--- src/rtl/accel_output_sequencer.sv ---
// accel_output_sequencer
// Walks a block of result words out of the result RAM and hands them one at a
// time to the output decoder. Each word is clamped to 9999, waits for the UART
// to be idle, is strobed for one cycle and then followed by a fixed idle gap so
// the decoder always completes its print burst before the next word arrives.
module accel_output_sequencer #(
  parameter int ADDR_W = 10,
  parameter int DATA_W = 18,
  parameter int GAP    = 6
) (
  input  logic              clk,
  input  logic              rst,
  input  logic              start,
  input  logic              abort,
  input  logic [ADDR_W-1:0] base_addr,
  input  logic [ADDR_W-1:0] count,
  output logic              mem_en,
  output logic [ADDR_W-1:0] mem_addr,
  input  logic [DATA_W-1:0] mem_data,
  input  logic              tx_idle,
  output logic [DATA_W-1:0] read_data,
  output logic              read_valid,
  output logic              busy,
  output logic              done,
  output logic              sat
);

  typedef enum logic [2:0] {
    S_IDLE    = 3'd0,
    S_FETCH   = 3'd1,
    S_CAPTURE = 3'd2,
    S_WAIT_TX = 3'd3,
    S_ISSUE   = 3'd4,
    S_GAP     = 3'd5,
    S_DONE    = 3'd6
  } state_e;

  // Last value of the gap counter; the counter runs 0..GAP-1 while in S_GAP.
  localparam logic [7:0]        GAP_LAST = 8'(GAP - 1);
  localparam logic [DATA_W-1:0] SAT_MAX  = DATA_W'(14'd9999);
  localparam logic [ADDR_W-1:0] ADDR_ONE = {{(ADDR_W-1){1'b0}}, 1'b1};
  localparam logic [ADDR_W-1:0] ADDR_ZERO = {ADDR_W{1'b0}};

  // True when a RAM word cannot be shown as four decimal digits.
  function automatic logic over_range(input logic [DATA_W-1:0] w);
    return (w > SAT_MAX);
  endfunction

  // Limit a RAM word to the largest four-digit decimal value.
  function automatic logic [DATA_W-1:0] clamp_word(input logic [DATA_W-1:0] w);
    return over_range(w) ? SAT_MAX : w;
  endfunction

  state_e              state_q, state_d;
  logic [ADDR_W-1:0]   addr_q, addr_d;
  logic [ADDR_W-1:0]   rem_q, rem_d;
  logic [DATA_W-1:0]   word_q, word_d;
  logic [7:0]          gap_q, gap_d;
  logic                sat_q, sat_d;
  logic                mem_en_q, mem_en_d;
  logic [ADDR_W-1:0]   mem_addr_q, mem_addr_d;
  logic [DATA_W-1:0]   read_data_q, read_data_d;
  logic                read_valid_q, read_valid_d;
  logic                busy_q, busy_d;
  logic                done_q, done_d;

  // Next-state logic and datapath updates; outputs are derived from the next
  // state so every output register lines up with the state it belongs to.
  always_comb begin
    state_d = state_q;
    addr_d  = addr_q;
    rem_d   = rem_q;
    word_d  = word_q;
    gap_d   = gap_q;
    sat_d   = sat_q;

    if (abort) begin
      // Abort ends any run and also swallows a simultaneous start in idle.
      state_d = S_IDLE;
    end else begin
      case (state_q)
        S_IDLE: begin
          if (start) begin
            addr_d  = base_addr;
            rem_d   = count;
            sat_d   = 1'b0;
            state_d = (count == ADDR_ZERO) ? S_DONE : S_FETCH;
          end else begin
            state_d = S_IDLE;
          end
        end
        S_FETCH: begin
          state_d = S_CAPTURE;
        end
        S_CAPTURE: begin
          word_d = clamp_word(mem_data);
          if (over_range(mem_data)) begin
            sat_d = 1'b1;
          end else begin
            sat_d = sat_q;
          end
          addr_d  = addr_q + ADDR_ONE;
          rem_d   = rem_q - ADDR_ONE;
          state_d = S_WAIT_TX;
        end
        S_WAIT_TX: begin
          if (tx_idle) begin
            state_d = S_ISSUE;
          end else begin
            state_d = S_WAIT_TX;
          end
        end
        S_ISSUE: begin
          gap_d   = 8'd0;
          state_d = S_GAP;
        end
        S_GAP: begin
          if (gap_q == GAP_LAST) begin
            state_d = (rem_q == ADDR_ZERO) ? S_DONE : S_FETCH;
          end else begin
            gap_d   = gap_q + 8'd1;
            state_d = S_GAP;
          end
        end
        S_DONE: begin
          state_d = S_IDLE;
        end
        default: begin
          state_d = S_IDLE;
        end
      endcase
    end

    mem_en_d     = (state_d == S_FETCH);
    mem_addr_d   = mem_en_d ? addr_d : mem_addr_q;
    read_valid_d = (state_d == S_ISSUE);
    read_data_d  = read_valid_d ? word_d : read_data_q;
    busy_d       = (state_d != S_IDLE);
    done_d       = (state_d == S_DONE);
  end

  // State, datapath and output registers with asynchronous active-low reset.
  always_ff @(posedge clk or negedge rst) begin
    if (!rst) begin
      state_q      <= S_IDLE;
      addr_q       <= ADDR_ZERO;
      rem_q        <= ADDR_ZERO;
      word_q       <= {DATA_W{1'b0}};
      gap_q        <= 8'd0;
      sat_q        <= 1'b0;
      mem_en_q     <= 1'b0;
      mem_addr_q   <= ADDR_ZERO;
      read_data_q  <= {DATA_W{1'b0}};
      read_valid_q <= 1'b0;
      busy_q       <= 1'b0;
      done_q       <= 1'b0;
    end else begin
      state_q      <= state_d;
      addr_q       <= addr_d;
      rem_q        <= rem_d;
      word_q       <= word_d;
      gap_q        <= gap_d;
      sat_q        <= sat_d;
      mem_en_q     <= mem_en_d;
      mem_addr_q   <= mem_addr_d;
      read_data_q  <= read_data_d;
      read_valid_q <= read_valid_d;
      busy_q       <= busy_d;
      done_q       <= done_d;
    end
  end

  assign mem_en     = mem_en_q;
  assign mem_addr   = mem_addr_q;
  assign read_data  = read_data_q;
  assign read_valid = read_valid_q;
  assign busy       = busy_q;
  assign done       = done_q;
  assign sat        = sat_q;

endmodule

--- config.mk ---
export PLATFORM = sky130hd
export DESIGN_NAME = accel_output_sequencer
export DESIGN_NICKNAME = d
export VERILOG_FILES = /design/src/rtl/accel_output_sequencer.sv
export SDC_FILE = /design/constraint.sdc
export NUM_CORES = 1
export LEC_CHECK = 0
export CAP_MARGIN = 25
export CORE_ASPECT_RATIO = 0.9
export CORE_MARGIN = 1.5
export CORE_UTILIZATION = 41
export CTS_BUF_LIST = sky130_fd_sc_hd__clkbuf_2
export DETAILED_ROUTE_END_ITERATION = 7
export PLACE_DENSITY = 0.66
export SLEW_MARGIN = 25
export SYNTH_ARGS = -nofsm -noshare
export SYNTH_HDL_FRONTEND = slang
export SYNTH_SLANG_ARGS = --single-unit
--- constraint.sdc ---
create_clock -name clk -period 3.5 [get_ports clk]
set_clock_uncertainty 0.2 [all_clocks]
set_input_delay 0.525 -clock clk [delete_from_list [all_inputs] [get_ports clk]]
set_output_delay 0.525 -clock clk [all_outputs]
set_load 0.02 [all_outputs]
==> results of run 1 <==
==> cells in the final DEF, fill, tap and decap left out, types with 2 or more instances in the layout <==
| master | synthesis | routed |
|---|---|---|
| dfrtp_1 | 82 | 82 |
| clkdlybuf4s50_1 | 0 | 74 |
| nor2_1 | 44 | 44 |
| o21ai_0 | 30 | 30 |
| nand2_1 | 28 | 28 |
| a21oi_1 | 25 | 25 |
| nand3_1 | 20 | 20 |
| mux2_2 | 19 | 19 |
| mux2_4 | 9 | 9 |
| clkbuf_2 | 0 | 9 |
| nor3_1 | 8 | 8 |
| buf_4 | 0 | 8 |
| inv_1 | 7 | 7 |
| and3_1 | 7 | 7 |
| a22oi_1 | 6 | 6 |
| and2_1 | 5 | 5 |
| nor4_1 | 5 | 5 |
| nor3b_1 | 5 | 5 |
| nand2b_1 | 5 | 5 |
| ha_1 | 5 | 5 |
| a221o_1 | 4 | 4 |
| nand4_1 | 3 | 3 |
| a31oi_1 | 3 | 3 |
| nor2b_1 | 3 | 3 |
| or2_2 | 3 | 3 |
| o22ai_1 | 3 | 3 |
| o31ai_1 | 3 | 3 |
| inv_8 | 0 | 3 |
| nor4b_1 | 2 | 2 |
| a21o_1 | 2 | 2 |
| nand3b_1 | 2 | 2 |
| mux2i_1 | 2 | 2 |
| a2bb2oi_1 | 2 | 2 |
| inv_6 | 0 | 2 |
==> worst register-to-register path, cell delays in order, from the launching register on <==
cell and delay [ns]:
dfrtp_1 0.47, inv_1 0.06, ha_1 0.12, or4b_4 0.47
nor4b_4 0.34, a311oi_1 0.19, nor3_4 0.30, o2111ai_4 0.45
mux2_4 0.46
==> cells by family after synthesis <==
logic type | share of synthesized area, %
adders and majority gates | 1.61
buffers and inverters | 2.68
DFF | 52.9
muxes | 9.51
AOI/OAI and AO/OA | 13.8
and+or+nand+nor | 19.3
xor gates and xnor gates | 0.226
==> cell type report <==
| type | count | area, sq um | share of cell area, % |
|---|---|---|---|
| clock buffers | 9 | 45.0 | 0.921 |
| clock inverters | 7 | 67.6 | 1.38 |
| inverters | 7 | 26.3 | 0.537 |
| multi-input cells | 268 | 1730 | 35.3 |
| flip-flops and latches | 82 | 2050 | 42.0 |
| well taps | 122 | 153 | 3.12 |
| repair buffers | 84 | 822 | 16.8 |
==> worst max path at each step <==
| stage | startpoint | slack [ns] | depth (start not counted) | to |
|---|---|---|---|---|
| after floorplan | gap_q[1] | 0.70 | 9 | read_data[10] |
| after global placement | count[4] | 0.41 | 6 | read_data[17] |
| after detailed placement | count[4] | 0.36 | 6 | read_data[10] |
| after CTS | gap_q[1] | 0.33 | 8 | read_data[10] |
| after global routing | gap_q[1] | 0.12 | 8 | mem_addr[5] |
| final | gap_q[1] | 0.33 | 8 | read_data[11] |
==> sequential cells by signal, indices dropped and copies added (netlist names), 3 cells and up <==
name,flops
word_q,18
rem_q,10
state_q,3
gap_q,8
mem_addr,10
addr_q,10
read_data,18
==> timing repair <==
item,4_1_cts,5_1_grt
endpoints found under the hold margin,82,0
setup endpoints to repair,0,0
hold buffers,1,0
==> routing by layer <==
| metal | vias to the layer above | global-route usage (%) | routed length, um |
|---|---|---|---|
| li1 | 1494 | - | - |
| met2 | 67 | 29.9 | 4160 |
| met4 | 0 | 5.18 | 99 |
| met1 | 1502 | 25.7 | 4320 |
| met5 | - | 0 | 0 |
| met3 | 7 | 4.92 | 323 |
==> Yosys cell counts, drive strengths merged, types with 2 or more instances <==
cell type	instances	area [sq um]
dfrtp	82	2050
nor2	44	165
o21ai	31	155
mux2	28	349
nand2	28	105
a21oi	25	125
nand3	20	100
clkbuf	14	52.6
nor3	9	56.3
and3	7	43.8
inv	7	26.3
a22oi	6	45.0
and2	5	31.3
ha	5	62.6
nand2b	5	31.3
nor3b	5	37.5
nor4	5	31.3
a221o	4	40.0
buf	4	25.0
a31oi	3	18.8
nand4	3	18.8
nor2b	3	18.8
nor4b	3	41.3
o22ai	3	18.8
o31ai	3	22.5
or2	3	18.8
a21o	2	15.0
a2bb2oi	2	17.5
mux2i	2	20.0
nand3b	2	15.0
==> power by group through the flow <==
| stage | clock, mW | combinational, mW | sequential [mW] |
|---|---|---|---|
| final | 0.494 | 0.827 | 1.34 |
| after floorplan | 0 | 0.383 | 1.42 |
| after global routing | 0.564 | 0.903 | 1.38 |
| after detailed placement | 0 | 0.829 | 1.35 |
| after CTS | 0.519 | 0.835 | 1.34 |
| after global placement | 0 | 0.815 | 1.35 |
==> impl_metrics.csv, run 1 <==
group,metric,value,unit
worst_setup_path,path_buf_inv,1,
power,switching_share,36.3,%
cts,cts_buffer_depth,2,
synth,synth_edf_count,0,
worst_setup_path,crit_path_top_delay_cell,"dfrtp_1",
worst_setup_path,r2r_cells,8,
power,p_comb_share,31.1,%
sta,rsz0062_at_grt,"false",
sta,fin_crit_sh,90.5,%
outcome,status,"finished clean",
power,power,2.66,mW
placed_design,port_buffers,75,
cts,cts_tree,"yes",
floorplan,die_h,95.3,um
cts,cts-buffers-inserted,9,
sta,hold_ws,0.297,ns
power,power_frac_seq,50.4,%
synth,synth.distinct_cells,48,
worst_setup_path,regToRegEndpoint,"read_data[11]",
cts,cts.clk_slew.worst_paths,0.27,ns
finish,nets,500,
worst_setup_path,endpoint_kind,"register",
worst_setup_path,slowest_delay,0.47,ns
global_routing,grt_antenna_before_repair,0,
sta,final.min_clock_period,3.17,ns
placed_design,dp_cells,562,
floorplan,initial_utilization,42.3,%
global_routing,first_global_vias,2998,
synth,synth_top_flop_cell,"dfrtp_1",
routing,wire_per_inst,15.4,um
synth,ys_seq_area_share,52.9,%
floorplan,rows,33,
worst_setup_path,path_class,"register to register",
routing,routed_via_density,5.30,
sta,drv_slew,0,
worst_setup_path,rrSetupSlack,0.33,ns
power,power.switching,0.965,mW
synth,yosys_register_bits,82,
synth,async_reset_ff_share,100,%
power,p_leak,2.15,nW
floorplan,die_w,106,um
sta,finalSetupViolations,0,
floorplan,core,9170,sq um
routing,ant_nets,0,
sta,tightest_slew,0.816,ns
finish,areaGrowthSynthToFinish,26.0,%
power,clkPwrFrac,18.6,%
job,drv_cap,0,
sta,fmaxAchievable,316,MHz
routing,num_vias,3070,
sta,tns,0,ns
worst_setup_path,r2r_start,"gap_q[1]",
finish,final_cells,579,
floorplan,die_area,10100,sq um
cts,clock_latency,0.56,ns
power,ir_drop,344,uV
worst_setup_path,critPathRequiredTime,3.76,ns
routing,dr.pass1.iters,4,
finish,final_area,4890,sq um
placed_design,placed_cell_area,4760,sq um
hold_path,hold_path.class,"register to register",
finish,num_antenna_cells,0,
routing,drt_iter0_drc,171,
finish,drive_above_1_share,13.1,%
finish,nFillCells,840,
placed_design,hpwlAfterDp,6270,um
global_routing,grt_max_degree,83,
sta,relSlewSlack,45.6,%
synth,syn-cell-area,3880,sq um
cts,cts_sinks,82,
worst_setup_path,cp_data_arrival_time,3.43,ns
synth,synth_fp_nets,423,
synth,yosysWarnings,0,
hold_path,hold_end,"word_q[4]",
worst_setup_path,path_max_fanout,19,
global_routing,grt_util_all_layers,18.8,%
power,p_per_area,544,nW/um^2
hold_path,min_path_cells,2,
global_routing,grt_pass1_wl,14800,um
hold_path,worstHoldStart,"word_q[4]",
routing,routed_wl,8900,um
cts,cts_resized,0,
synth,synth_cells,375,
worst_setup_path,crit_chain,"inv_1, ha_1, or4b_4, nor4b_4, a311oi_1, nor3_4, o2111ai_4, mux2_4",
finish,postLayoutCoreUtil,53.4,%
worst_setup_path,cpLargestDelayFamily,"simple AND/OR/NAND/NOR gates",
sta,hold_viol,0,
sta,fin_ws,0.331,ns
cts,post_cts_buffers,0,
floorplan,io-pin-count,76,
power,p_int,1.70,mW
synth,syn_avg_cell_area,10.3,sq um
global_routing,grt_overflow_total,0,
placed_design,dpl_worst_slack,0.360,ns
worst_setup_path,start_kind,"register",
placed_design,place_congestion,0.901,
routing,drc_errors,0,
cts,htreeDepth,3,
cts,cts_root_buffer,"clkbuf_2",
Power figures use the tool's default switching activity.
==> run 2: changes to the inputs <==
- CTS_BUF_LIST: sky130_fd_sc_hd__clkbuf_2 -> unset
- PLACE_DENSITY: 0.66 -> 0.78
==> impl_metrics.csv, run 2 (synthesis gave the netlist of run 1 again) <==
group,metric,value,unit
placed_design,hpwlAfterDp,6400,um
sta,fmaxAchievable,319,MHz
cts,cts.clk_slew.worst_paths,0.10,ns
finish,multi_input_area,1730,sq um
global_routing,grt_pass1_wl,15000,um
global_routing,grt_antenna_before_repair,0,
worst_setup_path,start_kind,"register",
finish,layout_commonest_cell,"dfrtp_1",
global_routing,grt_max_degree,83,
power,p_int,1.86,mW
sta,rsz0062_at_grt,"false",
routing,ant_nets,0,
routing,dr.pass1.iters,4,
worst_setup_path,cp_data_arrival_time,3.18,ns
outcome,status,"finished with violations",
power,switching_share,34.6,%
worst_setup_path,endpoint_kind,"register",
sta,drv_slew,0,
worst_setup_path,critPathRequiredTime,3.54,ns
floorplan,die_area,10100,sq um
finish,num_antenna_cells,0,
finish,seq_area,2050,sq um
finish,drive_above_1_share,13.2,%
cts,cts_tree,"yes",
cts,postCtsHoldBufs,0,
power,p_leak,2.17,nW
sta,relSlewSlack,46.8,%
power,clkPwrFrac,23.4,%
cts,post_cts_buffers,0,
floorplan,die_w,106,um
worst_setup_path,path_max_fanout,19,
cts,htreeDepth,3,
placed_design,place_congestion,0.835,
outcome,failed_checks,"hold timing",
routing,drc_errors,0,
sta,final.min_clock_period,3.14,ns
sta,hold_ws,-0.0173,ns
cts,cts_buffer_depth,2,
cts,cts_resized,0,
power,power_frac_seq,47.3,%
power,p_per_area,573,nW/um^2
floorplan,die_h,95.3,um
global_routing,grt_overflow_total,0,
finish,nFillCells,807,
placed_design,port_buffers,75,
cts,cts_root_buffer,"clkbuf_8",
floorplan,rows,33,
routing,routed_via_density,5.40,
worst_setup_path,path_class,"register to register",
sta,hold_viol,15,
finish,postLayoutCoreUtil,54.1,%
global_routing,first_global_vias,3173,
global_routing,grt_util_all_layers,18.9,%
routing,wire_per_inst,15.7,um
sta,finalSetupViolations,0,
finish,final_cell_mix,"dfrtp_1, clkdlybuf4s50_1, nor2_1, o21ai_0, nand2_1",
floorplan,core,9170,sq um
routing,drt_iter0_drc,162,
sta,tns,0,ns
cts,clock_latency,0.36,ns
power,p_comb_share,29.3,%
cts,cts_sinks,82,
job,drv_cap,0,
sta,tightest_slew,0.795,ns
hold_path,hold_path.class,"input port to async pin",
power,ir_drop,410,uV
power,power.switching,0.985,mW
floorplan,io-pin-count,76,
routing,routed_wl,9070,um
sta,fin_crit_sh,89.7,%
routing,num_vias,3123,
cts,cts-buffers-inserted,9,
finish,areaGrowthSynthToFinish,27.9,%
finish,nets,499,
floorplan,initial_utilization,42.3,%
run 2: area by class of cell:
type | instances | area share, %
Tap cell | 122 | 3.08
Multi-Input combinational cell | 268 | 34.8
Clock buffer | 9 | 2.50
Clock inverter | 7 | 1.41
Inverter | 7 | 0.530
Sequential cell | 82 | 41.4
Timing Repair Buffer | 83 | 16.4
run 2: layer usage:
metal  GRT usage, %  share of wire (%)  vias up
li1               -                  -     1490
met5              0                  0        -
met3           4.65                5.2       11
met1           24.9                 44     1520
met4           5.63                1.2        0
met2           31.2                 49      102
run 2: critical path: stages, from the launching register on:
cell	delay, ns
dfrtp_1	0.41
inv_1	0.06
ha_1	0.12
or4b_4	0.46
nor4b_4	0.35
a311oi_1	0.21
nor3_4	0.32
o2111ai_4	0.45
mux2_4	0.45
run 2: metrics by stage:
stage,worst slack [ns],cell area (sq um),instances,power (mW),hold slack [ns]
floorplan,0.698,3880,375,1.81,0.0294
global placement,0.427,4760,562,2.16,0.244
detailed placement,0.347,4760,562,2.19,0.250
CTS,0.348,4960,578,2.86,0.155
global route,0.187,4960,578,3.00,0.0486
finish,0.362,4960,578,2.84,-0.0173
run 2: power by group through the flow:
| stage | Clock [mW] | Sequential, mW | Combinational [mW] |
|---|---|---|---|
| floorplan | 0 | 1.42 | 0.383 |
| global placement | 0 | 1.35 | 0.808 |
| detailed placement | 0 | 1.36 | 0.833 |
| CTS | 0.676 | 1.34 | 0.840 |
| global route | 0.715 | 1.38 | 0.907 |
| finish | 0.665 | 1.35 | 0.834 |
run 2: final timing paths:
kind	startpoint	slack, ns	cells past startpoint	endpoint
setup / recovery	gap_q[1]	0.36	8	read_data[11]
setup reg to reg	gap_q[1]	0.36	8	read_data[11]
hold / removal	rst	-0.02	1	read_data[15]
hold reg to reg	word_q[4]	0.27	2	word_q[4]
min in group clk	word_q[4]	0.27	2	word_q[4]
max in group asynchronous	rst	2.60	1	state_q[2]
